$ cat config.mk
export PLATFORM = sky130hd
export DESIGN_NAME = writeback_stage
export DESIGN_NICKNAME = d
export VERILOG_FILES = /design/src/rtl/pipeline_pkg.sv /design/src/rtl/load_align.sv /design/src/rtl/writeback_stage.sv
export SDC_FILE = /design/constraint.sdc
export NUM_CORES = 1
export LEC_CHECK = 0
export ABC_AREA = 1
export BUFFER_PORTS_ARGS = -buffer_cell sky130_fd_sc_hd__buf_2
export CORE_MARGIN = 10
export CORE_UTILIZATION = 47
export CTS_CLUSTER_SIZE = 14
export DETAILED_ROUTE_END_ITERATION = 8
export GPL_TIMING_DRIVEN = 0
export PLACE_DENSITY = 0.77
export SYNTH_ARGS = -nofsm -noshare
export SYNTH_HDL_FRONTEND = slang
export SYNTH_SLANG_ARGS = --single-unit
$ cat constraint.sdc
create_clock -name clk -period 1.4 [get_ports clk]
set_clock_uncertainty 0.15 [all_clocks]
set_input_delay 0.07 -clock clk [delete_from_list [all_inputs] [get_ports clk]]
set_output_delay 0.07 -clock clk [all_outputs]
set_load 0.05 [all_outputs]
$ cat src/rtl/pipeline_pkg.sv
// pipeline_pkg
//   Shared definitions for the MEM/WB pipeline register and the writeback path.
//   Data words use big-endian bit numbering [0:DATA_W-1]: bit 0 is the MSB and
//   byte 0 occupies bits [0:7].
//   Contents: DSize encodings, the MEM/WB bundle (mem_wb_t), REG_ZERO.
//   Optional feature macro: MISALIGN_CHECK_EN adds the registered misalign flag
//   to mem_wb_t.
package pipeline_pkg;

    localparam int PIPE_DATA_W     = 32;
    localparam int PIPE_REG_ADDR_W = 5;

    localparam logic [1:0] DSIZE_BYTE = 2'b00;
    localparam logic [1:0] DSIZE_HALF = 2'b01;
    localparam logic [1:0] DSIZE_WORD = 2'b10;  // 2'b11 is also treated as word

    localparam logic [PIPE_REG_ADDR_W-1:0] REG_ZERO = 5'd0;

    typedef struct packed {
        logic [0:PIPE_DATA_W-1]     nextPC;
        logic [PIPE_REG_ADDR_W-1:0] destReg;
        logic [0:PIPE_DATA_W-1]     aluResult;
        logic [0:PIPE_DATA_W-1]     dataOut;
        logic                       PCtoReg;
        logic                       RegWrite;
        logic                       MemToReg;
        logic                       loadSign;
        logic [1:0]                 DSize;
`ifdef MISALIGN_CHECK_EN
        logic                       misalign;
`endif
    } mem_wb_t;

endpackage

$ cat src/rtl/load_align.sv
// load_align
//   Purely combinational load alignment and extension.
//   Ports:
//     rawWord   [0:DATA_W-1]  word read from data memory (big-endian bit order)
//     offset    [0:1]         byte offset within the word (address bits 30:31)
//     size      [1:0]         DSIZE_BYTE / DSIZE_HALF / word (10 or 11)
//     signExt                 1 = sign-extend sub-word values
//     loadValue [0:DATA_W-1]  aligned, extended result (sub-word in the LSBs)
module load_align
    import pipeline_pkg::*;
#(
    parameter int DATA_W = PIPE_DATA_W
) (
    input  logic [0:DATA_W-1] rawWord,
    input  logic [0:1]        offset,
    input  logic [1:0]        size,
    input  logic              signExt,
    output logic [0:DATA_W-1] loadValue
);

    logic [0:7]  selByte;
    logic [0:15] selHalf;

    // offset[0] is the more significant offset bit; halfword selection ignores
    // offset[1], so an odd address reads the half that contains it.
    assign selByte = rawWord[{offset, 3'b000} +: 8];
    assign selHalf = rawWord[{offset[0], 4'b0000} +: 16];

    always_comb begin
        loadValue = rawWord;
        case (size)
            DSIZE_BYTE: loadValue = {{(DATA_W-8){signExt & selByte[0]}}, selByte};
            DSIZE_HALF: loadValue = {{(DATA_W-16){signExt & selHalf[0]}}, selHalf};
            default:    loadValue = rawWord;
        endcase
    end

endmodule

$ cat src/rtl/writeback_stage.sv
// writeback_stage
//   MEM/WB pipeline register plus writeback datapath. Captures memory-stage
//   outputs, aligns/extends load data, selects the register-file write value
//   and keeps the previously retired write for decode-stage forwarding.
//   Ports:
//     clk, reset (sync, active high), stall (hold), flush (insert bubble)
//     *_in           memory-stage outputs captured into MEM/WB
//     regWr*         register-file write port, driven from MEM/WB only
//     prevWr*        previous retired write, for forwarding
//     misalign       (only with MISALIGN_CHECK_EN) misaligned load flag
//   Optional feature macro: MISALIGN_CHECK_EN
module writeback_stage
    import pipeline_pkg::*;
#(
    parameter int DATA_W     = PIPE_DATA_W,
    parameter int REG_ADDR_W = PIPE_REG_ADDR_W
) (
    input  logic                  clk,
    input  logic                  reset,
    input  logic                  stall,
    input  logic                  flush,
    input  logic [0:DATA_W-1]     nextPC_in,
    input  logic [REG_ADDR_W-1:0] destReg_in,
    input  logic [0:DATA_W-1]     aluResult_in,
    input  logic [0:DATA_W-1]     dataOut_in,
    input  logic                  PCtoReg_in,
    input  logic                  RegWrite_in,
    input  logic                  MemToReg_in,
    input  logic                  loadSign_in,
    input  logic [1:0]            DSize_in,
    output logic [0:DATA_W-1]     regWrData,
    output logic [REG_ADDR_W-1:0] regWrAddr,
    output logic                  regWrEn,
    output logic [0:DATA_W-1]     prevWrData,
    output logic [REG_ADDR_W-1:0] prevWrAddr,
    output logic                  prevWrValid
`ifdef MISALIGN_CHECK_EN
   ,output logic                  misalign
`endif
);

    mem_wb_t           memWb;
    mem_wb_t           memWbNext;
    logic [0:DATA_W-1] loadData;

    always_comb begin
        memWbNext           = '0;
        memWbNext.nextPC    = nextPC_in;
        memWbNext.destReg   = destReg_in;
        memWbNext.aluResult = aluResult_in;
        memWbNext.dataOut   = dataOut_in;
        memWbNext.PCtoReg   = PCtoReg_in;
        memWbNext.RegWrite  = RegWrite_in;
        memWbNext.MemToReg  = MemToReg_in;
        memWbNext.loadSign  = loadSign_in;
        memWbNext.DSize     = DSize_in;
`ifdef MISALIGN_CHECK_EN
        // Halfword is flagged on address bit 31 (the odd byte); words need
        // both offset bits clear.
        memWbNext.misalign  = MemToReg_in &&
            ((DSize_in == DSIZE_HALF && aluResult_in[DATA_W-1]) ||
             (DSize_in[1] && aluResult_in[DATA_W-2:DATA_W-1] != 2'b00));
`endif
    end

    always_ff @(posedge clk) begin
        if (reset) begin
            memWb       <= '0;
            prevWrData  <= '0;
            prevWrAddr  <= '0;
            prevWrValid <= 1'b0;
        end else begin
            if (flush)
                memWb <= '0;
            else if (!stall)
                memWb <= memWbNext;

            // prev* follows the retiring write even on a flush; only a stall freezes it.
            if (!stall) begin
                prevWrData  <= regWrData;
                prevWrAddr  <= regWrAddr;
                prevWrValid <= regWrEn;
            end
        end
    end

    load_align #(.DATA_W(DATA_W)) uLoadAlign (
        .rawWord   (memWb.dataOut),
        .offset    (memWb.aluResult[DATA_W-2:DATA_W-1]),
        .size      (memWb.DSize),
        .signExt   (memWb.loadSign),
        .loadValue (loadData)
    );

    always_comb begin
        if (memWb.PCtoReg)
            regWrData = memWb.nextPC;
        else if (memWb.MemToReg)
            regWrData = loadData;
        else
            regWrData = memWb.aluResult;
    end

    assign regWrAddr = memWb.destReg;

`ifdef MISALIGN_CHECK_EN
    assign misalign = memWb.misalign;
    assign regWrEn  = memWb.RegWrite && (memWb.destReg != REG_ZERO) && !memWb.misalign;
`else
    assign regWrEn  = memWb.RegWrite && (memWb.destReg != REG_ZERO);
`endif

endmodule

==> summary.txt <==
Detailed routing
  • Number of design rule violations left after detail routing: 0
  • Final wirelength: around 30,000 µm
  • Number of DRC markers after the initial detailed-route iteration: 1,044
  • Mean number of vias per cell: roughly 5.4
  • Number of iterations in the first detailed-routing pass: 6
  • Vias after detailed routing: ~8,400
  • Routed Antenna Nets: 0
  • Mean routed wirelength per cell: ~20 µm

Synth
  • Synthesized area per cell: around 6.7 µm²
  • Sequential share of the synthesized area: 0.437
  • Synthesized netlist net count: 1,107
  • Unique masters post-synth: 25
  • Number of storage elements in the synthesis netlist: ~150
  • Syn. warnings: 0
  • Number of instances in the synthesized netlist: ~1,000
  • Netlist area before placement: 6640 µm²

Pwr
  • Largest vdd supply drop: around 1.0 mV
  • LEAKAGE: 0.00506 µW
  • Power density over cell area: ~1100 nW/µm²
  • Total Power: about 12,000 µW

Clocking
  • Clock transition at the register clock pins on the worst setup and hold paths after CTS: roughly 0.060 ns
  • CTS tree: yes
  • Worst skew pair latency: 0.44 ns
  • Clock Path Buffers: 2
  • Clock Root Buffer: sky130_fd_sc_hd__clkbuf_16
  • Clock buffer count from CTS: 17
  • Count of clock tree sinks: 145
  • Count of H-tree levels built during CTS: 4

Timing
  • Tmin final: between 2 and 2.5 ns
  • Max Clk Rate: between 0.4 and 0.5 GHz
  • Pins over their slew limit: 0
  • Ratio of final minimum period to clock period: 1.58
  • Setup violations, final: between 60 and 70
  • Unrepaired setup endpoints after global routing: true
  • Hold violation total from the final report: 0
  • Slew margin rel.: 0.544
  • Transition at the pin with the smallest max-transition slack: slightly below 0.7 ns
  • Worst path setup slack after routing: -0.817 ns

Global routing
  • Antenna violations before repair: 3
  • Remaining Overflow, GRT: 0
  • GRT Util Overall: 0.286
  • Largest net degree at the start of global routing: 17
  • Vias in the first global route: slightly above 8,000
  • First-pass GRT wire length: ~45,000 µm

Floorplanning
  • Area of the core: 13,900 µm²
  • Vert. Die Dim: 139 µm
  • Die area: 19,300 µm²
  • I/O pin cnt: ~190
  • Initial cell density of the core: 0.479
  • Die X: roughly 140 µm
  • Number of rows created at floorplan: 43

Setup path
  • Launching element of the worst setup path: memWb[1]
  • Data required time at the worst endpoint: ~1.2 ns
  • Sort of element at the start of the critical path: register
  • Critical R2R Capture: prevWrData[4]
  • Crit path max fanout: 7
  • Capturing instance or port of the critical path: regWrData[23]
  • Reg2Reg Launch Point: memWb[1]
  • Classification of the worst setup path: reg2out
  • Arr. time, crit path: around 2.0 ns
  • R2R depth: 16
  • Internal reg-to-reg setup slack: -0.50 ns
  • Critical Path Sink Type: output pin

Cells and area
  • Total area of sequential cells: 2920 µm²
  • Fraction of final layout cells with drive strength greater than 1: 0.347
  • Most common cell after layout, fill and taps aside: sky130_fd_sc_hd__nand2_1
  • Area of the multi-input gates: 3920 µm²
  • Number of nets in the finished design: roughly 1,500
  • Layout overhead on the synthesized area: 67.9%
  • Finished Layout Cells: roughly 1,500
  • Number of fill cells: around 860
  • Commonest cells after routing, fill and taps aside: 268 x sky130_fd_sc_hd__nand2_1, 164 x sky130_fd_sc_hd__buf_2, 138 x sky130_fd_sc_hd__dfxtp_1

Placement
  • Worst slack at placement: -0.546 ns
  • Gp weighted congestion: just over 0.9
  • Cell total after placement: 1,360
  • Final HPWL DP: 17,900 µm
  • Number of buffer cells added on primary ports: about 180

Status
  • Status: complete, but fails checks
  • Violated checks: negative setup slack

Min path
  • Class of the tightest hold or removal check: in2reg

Job
  • Max_cap viols: 0
synth_stat cells:
master                       n  area [µm²]
sky130_fd_sc_hd__clkinv_4    1        8.76
sky130_fd_sc_hd__nor2_1    118         443
sky130_fd_sc_hd__nand3_2     1        10.0
sky130_fd_sc_hd__nand3_1    46         230
sky130_fd_sc_hd__buf_4       8        60.1
sky130_fd_sc_hd__nand2_1   340        1280
sky130_fd_sc_hd__buf_1       6        22.5
sky130_fd_sc_hd__or2_1       1        6.26
sky130_fd_sc_hd__o21ai_0    23         115
sky130_fd_sc_hd__inv_2       1        3.75
sky130_fd_sc_hd__nor2_8      1        20.0
sky130_fd_sc_hd__inv_1      54         203
sky130_fd_sc_hd__clkinv_1    1        3.75
sky130_fd_sc_hd__clkbuf_1   40         150
sky130_fd_sc_hd__nand2_4     4        45.0
sky130_fd_sc_hd__o22ai_1     1        6.26
sky130_fd_sc_hd__buf_6       2        22.5
sky130_fd_sc_hd__nand2_2     9        56.3
sky130_fd_sc_hd__o211ai_1    7        52.6
sky130_fd_sc_hd__dfxtp_1   145        2900
sky130_fd_sc_hd__buf_2      22         110
sky130_fd_sc_hd__a21oi_1   138         691
sky130_fd_sc_hd__a21oi_2     4        35.0
sky130_fd_sc_hd__nor3_1      1        5.00
sky130_fd_sc_hd__a211oi_1   22         165
sequential cells by signal (all words and copies together) (netlist names):
name	count
prevWrData	32
prevWrValid	1
prevWrAddr	5
memWb	102
regWrAddr	5
final cells by class:
| cell class | count | share of cell area |
|---|---|---|
| Multi-Input combinational cell | 716 | 0.351 |
| Sequential cell | 145 | 0.262 |
| Timing Repair Buffer | 333 | 0.246 |
| Clock buffer | 21 | 0.0431 |
| Buffer | 77 | 0.0398 |
| Inverter | 57 | 0.0240 |
| Tap cell | 180 | 0.0202 |
| Clock inverter | 10 | 0.0140 |
| Antenna cell | 3 | 0.000673 |
metrics by stage:
| stage | instance area [µm²] | hold slack [ns] | utilization | TNS (ns) |
|---|---|---|---|---|
| global placement | 8030 | 0.171 | 0.579 | -47.16 |
| CTS | 10700 | 0.116 | 0.769 | -32.32 |
| floorplan | 6890 | 0.0638 | - | -6.65 |
| global route | 11200 | 0.155 | 0.804 | -38.88 |
| finish | 11200 | 0.153 | 0.804 | -34.02 |
| detailed placement | 8030 | 0.174 | 0.579 | -48.36 |
metal layers:
| metal | wire (µm) | vias up | GRT usage |
|---|---|---|---|
| met5 | 0 | - | 0 |
| met3 | 2820 | 135 | 0.0853 |
| li1 | - | 3877 | - |
| met2 | 14700 | 523 | 0.479 |
| met1 | 11300 | 3865 | 0.334 |
| met4 | 1320 | 0 | 0.111 |
critical path, stage by stage (launching register included):
cell,delay (ns)
sky130_fd_sc_hd__dfxtp_2,0.32
sky130_fd_sc_hd__buf_6,0.13
sky130_fd_sc_hd__inv_4,0.06
sky130_fd_sc_hd__nand2_2,0.05
sky130_fd_sc_hd__nor2_2,0.11
sky130_fd_sc_hd__nand2_2,0.07
sky130_fd_sc_hd__nand2_4,0.10
sky130_fd_sc_hd__nand2_8,0.08
sky130_fd_sc_hd__buf_8,0.16
sky130_fd_sc_hd__nand2_4,0.05
sky130_fd_sc_hd__nand2_2,0.05
sky130_fd_sc_hd__nand2_2,0.08
sky130_fd_sc_hd__nand2_4,0.06
sky130_fd_sc_hd__clkinvlp_4,0.08
sky130_fd_sc_hd__buf_8,0.14
worst min-delay path by stage:
stage,endpoint,start,cells past startpoint
floorplan,memWb[45],aluResult_in[24],2
global placement,memWb[103],nextPC_in[3],3
detailed placement,regWrAddr[0],destReg_in[0],3
finish,memWb[0],stall,4
CTS,memWb[1],stall,4
global route,memWb[3],stall,4
timing repair:
item	4_1_cts	5_1_grt
hold endpoints to repair	111	0
gates resized for setup	195	123
pin swaps	40	48
endpoints found under the setup margin	70	75
buffers inserted	27	20
gates cloned	1	0
hold buffers	109	0
power by group:
part	total, µW	switching [µW]	internal, µW
registers	4420	118	4300
logic	2640	1610	1030
clock network	4960	1810	3150
total	12000	3540	8480
kinds of logic (layout without fill, tap and decap cells):
logic type             count (synthesis)  after routing  synth area share
flip-flops                           145            145             0.437
AND/OR/NAND/NOR                      521            521             0.315
buffers and inverters                135            498            0.0879
AO/OA/AOI/OAI                        195            195             0.160
other                                  0              3                 0
Power figures use the tool's default switching activity.
